$ cat config.mk
export PLATFORM = sky130hd
export DESIGN_NAME = pc_queue_ctrl
export DESIGN_NICKNAME = d
export VERILOG_FILES = /design/src/rtl/pc_queue_ctrl.sv
export SDC_FILE = /design/constraint.sdc
export NUM_CORES = 1
export LEC_CHECK = 0
export BUFFER_PORTS_ARGS = -buffer_cell sky130_fd_sc_hd__buf_2
export CORE_MARGIN = 2
export CORE_UTILIZATION = 50
export DETAILED_ROUTE_END_ITERATION = 16
export GPL_ROUTABILITY_DRIVEN = 0
export PLACE_DENSITY = 0.87
export SLEW_MARGIN = 20
export SYNTH_ARGS = -nofsm -noshare
export SYNTH_HDL_FRONTEND = slang
export SYNTH_SLANG_ARGS = --single-unit
$ cat constraint.sdc
create_clock -name clk -period 1.7 [get_ports clk]
set_input_delay 0.34 -clock clk [delete_from_list [all_inputs] [get_ports clk]]
set_output_delay 0.34 -clock clk [all_outputs]
set_load 0.02 [all_outputs]
$ cat src/rtl/pc_queue_ctrl.sv
// Two-entry PC queue (front/back) stepped once per accepted fetch, with delay-slot nullify and imem handshake.
// Latency: PC, nullify and redirect updates are registered and visible one cycle after the advancing edge.
// Backpressure: imem_ready=0 parks the FSM in WAIT and stall_in=1 freezes the queue; in both cases a taken branch is captured as a pending redirect.
module pc_queue_ctrl #(
  parameter int                ADDR_W   = 8,
  parameter logic [ADDR_W-1:0] RESET_PC = '0,
  parameter int                INC      = 4
) (
  input  logic              clk,
  input  logic              rst_n,
  input  logic              stall_in,
  input  logic              branch_taken,
  input  logic [ADDR_W-1:0] target_pc,
  input  logic              nullify_req,
  input  logic              imem_ready,
  output logic              imem_req,
  output logic [ADDR_W-1:0] fetch_addr,
  output logic [ADDR_W-1:0] pc_front,
  output logic [ADDR_W-1:0] pc_back,
  output logic              nullify_out,
  output logic              redirect_pend
);

  typedef enum logic [1:0] {
    BOOT = 2'd0,
    RUN  = 2'd1,
    WAIT = 2'd2
  } state_t;

  localparam logic [ADDR_W-1:0] STEP = ADDR_W'(INC);

  state_t            state_q, state_d;
  logic [ADDR_W-1:0] pc_front_q, pc_front_d;
  logic [ADDR_W-1:0] pc_back_q, pc_back_d;
  logic [ADDR_W-1:0] pend_tgt_q, pend_tgt_d;
  logic              pend_q, pend_d;
  logic              nullify_q, nullify_d;
  logic              adv;
  logic              taken;
  logic [ADDR_W-1:0] tgt;

  // Next-state, queue advance and redirect capture; defaults hold every register.
  always_comb begin
    state_d    = state_q;
    pc_front_d = pc_front_q;
    pc_back_d  = pc_back_q;
    pend_tgt_d = pend_tgt_q;
    pend_d     = pend_q;
    nullify_d  = nullify_q;
    imem_req   = 1'b0;

    case (state_q)
      BOOT: begin
        imem_req = 1'b0;
        state_d  = RUN;
      end
      RUN: begin
        imem_req = 1'b1;
        if (!imem_ready) state_d = WAIT;
      end
      WAIT: begin
        imem_req = 1'b1;
        if (imem_ready) state_d = RUN;
      end
      default: begin
        imem_req = 1'b0;
        state_d  = BOOT;
      end
    endcase

    // Inputs only matter once the fetch side is live (not in BOOT).
    adv   = (state_q == RUN || state_q == WAIT) && imem_ready && !stall_in;
    // A live branch always beats an older captured one.
    taken = branch_taken | pend_q;
    tgt   = branch_taken ? target_pc : pend_tgt_q;

    if (adv) begin
      pc_front_d = pc_back_q;
      pc_back_d  = taken ? tgt : pc_back_q + STEP;
      pend_d     = 1'b0;
      nullify_d  = nullify_req;
    end else if (state_q != BOOT && branch_taken) begin
      // Queue is frozen: remember the newest target until the next advance.
      pend_d     = 1'b1;
      pend_tgt_d = target_pc;
    end
  end

  // State and queue registers; reset clears any in-flight request or redirect.
  always_ff @(posedge clk or negedge rst_n) begin
    if (!rst_n) begin
      state_q    <= BOOT;
      pc_front_q <= RESET_PC;
      pc_back_q  <= RESET_PC + STEP;
      pend_tgt_q <= '0;
      pend_q     <= 1'b0;
      nullify_q  <= 1'b0;
    end else begin
      state_q    <= state_d;
      pc_front_q <= pc_front_d;
      pc_back_q  <= pc_back_d;
      pend_tgt_q <= pend_tgt_d;
      pend_q     <= pend_d;
      nullify_q  <= nullify_d;
    end
  end

  assign fetch_addr    = pc_front_q;
  assign pc_front      = pc_front_q;
  assign pc_back       = pc_back_q;
  assign nullify_out   = nullify_q;
  assign redirect_pend = pend_q;

endmodule

# Word-level counts from Yosys, hierarchy flattened
# Cells that the tools add are included.
# op_classes
addsub	1
mul	0
n_div	0
order_cmp	0
eq_ne	4
n_shift	0
mux	8
n_bitwise	2
reduce_logical	11
# op_table
operator	count
$mux W8	2
$add A8 B3 Y8 const B	1
$pmux W2 S3	1
$mux W2	2
$ne A2 B2 Y1 const B	2
$reduce_and A2 Y1	2
$reduce_bool A2 Y1	2
$logic_and A1 B1 Y1	3
$mux W1	3
$eq A2 B1 Y1 const B	1
$eq A2 B2 Y1 const B	1
$logic_not A2 Y1	1
$reduce_or A2 Y1	1
$logic_not A1 Y1	1
$logic_or A1 B1 Y1	1
$not A1 Y1	1
$or A1 B1 Y1	1
# totals
register_bits	28
latchBits	0
mem_bits_rw	0
rom_bits	0
input_bits	14
out_inout_bits	27
memories	0

# Depth between registers and ports, before layout
# depth
depth_word	6
depth_mapped	7

# Least setup slack after synthesis
# OpenSTA, ideal clock, no wires.
# synth_timing
kind	register to register
startpoint	register state_q[0]
endpoint	register pend_tgt_q[0]
setup_ns	0.125
arrival_time_ns	1.496
setup_slack_ns	0.079
stages_incl_launch_ff	6
n_path_buf	0
synth_period_minus_slack_ns	1.621
path_cell_list	dfrtp_1 > inv_2 > ha_1 > nand3b_4 > nand2_4 > mux2_4
# synth_via
elab_chain_cells	6
elab_cells_between_ends	9
cone_classes	eq/ne (2); bitwise (1); reduce/logical (6)
# synth_lines
item	line_no	rtl
start: declaration	32	state_t state_q, state_d;
start signal: assignment	99	state_q <= state_d;
$eq A2 B1 Y1 or $eq A2 B2 Y1 (tied branches)	72	adv = (state_q == RUN || state_q == WAIT) && imem_ready && !stall_in;
$logic_or A1 B1 Y1	72	
$logic_and A1 B1 Y1 (2 in series)	72	
$not A1 Y1 (no source line)	n/a	
$reduce_and A2 Y1 (no source line) (*)	n/a	
end signal: assignment	102	pend_tgt_q <= pend_tgt_d;
end: declaration	35	logic [ADDR_W-1:0] pend_tgt_q, pend_tgt_d;
# Mark *: on every way between the ends. The rest lies on a longest branch, timed or not.
# A chain may end at the register's enable or synchronous reset.

# Final worst setup path
# layout_timing
startpoint	register state_q[1]
endpoint	output imem_req
# layout_via
elab_chain_cells	3
elab_cells_between_ends	4
cone_classes	eq/ne (2); mux (1); reduce/logical (1)
# layout_lines
item	line_no	rtl
$eq A2 B1 Y1 or $eq A2 B2 Y1 (tied branches)	52	case (state_q)
$reduce_or A2 Y1 (no source line) (*)	n/a	
$mux W1 (*)	52	
end: declaration	16	output logic imem_req,
# Marked as above.

==> results.md <==
* Run status: complete, but fails checks
* Failing checks: negative hold slack
* Post-synthesis cell type count at 35
* Worst setup path endpoint: imem_req
* Commonest non-fill, non-tap cell in the layout: buf_2
* Critical path launch point: state_q[1]
* Initial DRT Pass Iterations at 4
* Post-Route Setup TNS at 0 ns
* Vias in the first global route at 1182
* ANT nets after route at 0
* Die Width at 58.2 um
* Maximum VDD drop at between 1 and 1.5 mV
* Syn_area_per_cell at between 10 and 15 um^2
* Routed wire length at slightly above 3000 um
* Layout area overhead at 18.7%
* Worst rel slew slack at between 50 and 60%
* Crit path time final at between 1.5 and 2 ns
* Post-DP HPWL at between 2000 and 2500 um
* Post-Syn Nets at 167
* Hold Crit Class: primary input to async pin
* # Max-Cap Violations at 0
* Cells after synthesis at 147
* Clk sinks at 28
* Root cell of the clock tree: clkbuf_4
* R2R cell count at 5
* Sw Pwr at about 1600 uW
* Most frequent cells in the layout: buf_2 (40), nand2_1 (30), dfrtp_1 (27)
* H-tree levels at 1
* PD cells at between 2000 and 2500 nW/um^2
* Hold buffer count at CTS at 0
* WL/cell at 14.4 um
* Clock skew at 0.0182 ns
* Hold_ws at -0.00430 ns
* Max Clock Freq at roughly 0.62 GHz
* Die area at 3390 um^2
* Synth Area in Compound Gates at 13.4%
* Total number of yosys warnings at 0
* Final core occ at a little over three fifths
* Adder-cell share of the synthesized area at 5.10%
* Leak Pwr at roughly 0.0009 uW
* Vias at 1180
* Kind of end point of the critical path: output pin
* Unrepaired setup endpoints after global routing: false
* TritonCTS clock tree: built
* Fillers at approximately 240
* Synthesized area at between 1000 and 1500 um^2
* FF+latch count, synth at 28
* Async SR Flop Fraction at 100%
* Buffers on Ports at 40
* First-pass GRT wire length at a little over 5000 um
* Reg-to-reg startpoint: state_q[0]
* Share of cells above drive strength 1 at 35.9%
* Mux share of post-synthesis cell area at about 8.5%
* Final nets at 205
* Setup ws final at 0.0741 ns
* Main combinational cell family by area after synthesis: simple AND/OR/NAND/NOR gates
* Core area at 2780 um^2
* Slew Limit Fails at 0
* Gr usage total at roughly a fifth
* Worst EP arrival at 1.29 ns
* CTS buffer count at 3
* Combinational Power Share at 52.1%
* Reg2reg setup slack at 0.15 ns
* Reg power frac at 35.7%
* Final Hold Fails at 8
* Place WS at 0.126 ns
* Pin count of the biggest net entering global routing at 29
* Reg2reg end: state_q[0]
* Simple-gate share of the synthesized area at 17.1%
* CP Launch Type: register
* Die Y at 58.2 um
* Placed Cells at 209
* Total grt overflow at 0
* Crit path kind: register to output pin
* Sequential share of the synthesized area at 47.7%
* Rows at 19
* Worst-path clk slew at 0.17 ns
* Worst-path fanout max at 4
* Latest clock arrival within the worst-skew pair at around 0.33 ns
* Synth Area in XOR/XNOR at 0%
* Non-filler cells, final at between 200 and 250
* Initial antenna violation count at 0
* DRC viols at 0
* CP Data Required Time at 1.36 ns
* Pint at 2040 uW
* Multi-input logic area at 662 um^2
* Final period util at ~96%
* Via-to-Cell Ratio at 5.49
* Worst-margin pin slew at 0.624 ns
* Number of synthesized flops with an enable pin at 0
* Synth Flop Type: dfrtp_1
* CTS Buffer Depth at 2
* Reg area at around 700 um^2
* Clock network power share at 12.1%
* Final setup vio count at 0
* DRT iter0 DRCs at 63
* Ports at 41
* Switching Fraction at 43.3%
* Starting density of the core at 52.9%
* N_diodes at 0
-- kinds of logic (layout without fill, tap and decap cells) --
group                      count (synthesis)  count (layout)
and+or+nand+nor                           50              50
AOI/OAI and AO/OA                         32              32
DFF                                       28              28
buffers and inverters                     22              59
muxes                                      9               9
adders and majority gates                  6               6
-- layer usage --
metal,vias up,share of wire [%],track usage [%]
met5,-,0,0
met3,4,6.0,3.79
li1,568,-,-
met1,556,42,23.9
met2,52,51,33.4
met4,0,1.1,5.65
-- cells in the mapped netlist, drive strengths merged, types with 2 or more instances --
master  count  area share (%)
ha          6             5.1
a22oi       2             1.0
nor2b       3             1.3
o21ai      10             3.4
o22ai       2            0.85
a21oi       9             3.1
or3         2            0.85
inv         9             2.3
nand3       2            0.68
mux2i       2             1.4
nand2      31             8.4
a31oi       2            0.85
nor2        7             2.3
dfrtp      27              46
mux2        7             7.1
buf        12             5.6
-- critical path, cell delays in order (launching register included) --
cell and delay [ns]:
dfrtp_1 0.42, inv_2 0.08, ha_4 0.30, buf_2 0.16
-- flip-flops by register name, indices dropped and copies added (netlist names) --
signal         flops
nullify_out        1
state_q            2
pend_tgt_q         8
pc_back            8
redirect_pend      1
fetch_addr         8
-- worst min-delay path by stage --
stage               cells after the start  startpoint            end  slack (ns)
finish                                  1       rst_n  fetch_addr[6]      -0.004
global route                            1       rst_n  fetch_addr[6]        0.02
detailed placement                      1       rst_n  fetch_addr[6]        0.39
CTS                                     1       rst_n  fetch_addr[6]        0.02
global placement                        1       rst_n  fetch_addr[6]        0.38
floorplan                               0       rst_n  fetch_addr[0]        0.04
-- power by group through the flow --
stage	Sequential (uW)	Combinational [uW]	Clock [uW]
2_1_floorplan	1490	1120	0
3_3_place_gp	1280	1710	0
3_5_place_dp	1310	1780	0
4_1_cts	1280	1860	441
5_1_grt	1320	2030	472
6_report	1280	1870	436
-- timing repair --
| item | 4_1_cts | 5_1_grt |
|---|---|---|
| endpoints found under the setup margin | 1 | 1 |
| setup buffers | 1 | 1 |
| gates cloned | 0 | 0 |
| gates resized for setup | 1 | 1 |
-- final cells by class --
type | count | area share (%)
Inverter | 9 | 1.93
Multi-Input combinational cell | 97 | 37.9
Sequential cell | 28 | 40.2
Clock inverter | 1 | 1.72
Clock buffer | 3 | 1.29
Tap cell | 31 | 2.22
Timing Repair Buffer | 46 | 14.8
-- stage by stage --
step	total power [uW]	hold WS [ns]	cell area, um^2
final	3590	-0.00430	1750
after global routing	3830	0.0246	1750
after CTS	3580	0.0225	1740
after detailed placement	3090	0.389	1670
after global placement	2990	0.381	1670
after floorplan	2610	0.0444	1470
Note: power is estimated with default switching activity, not from simulation.
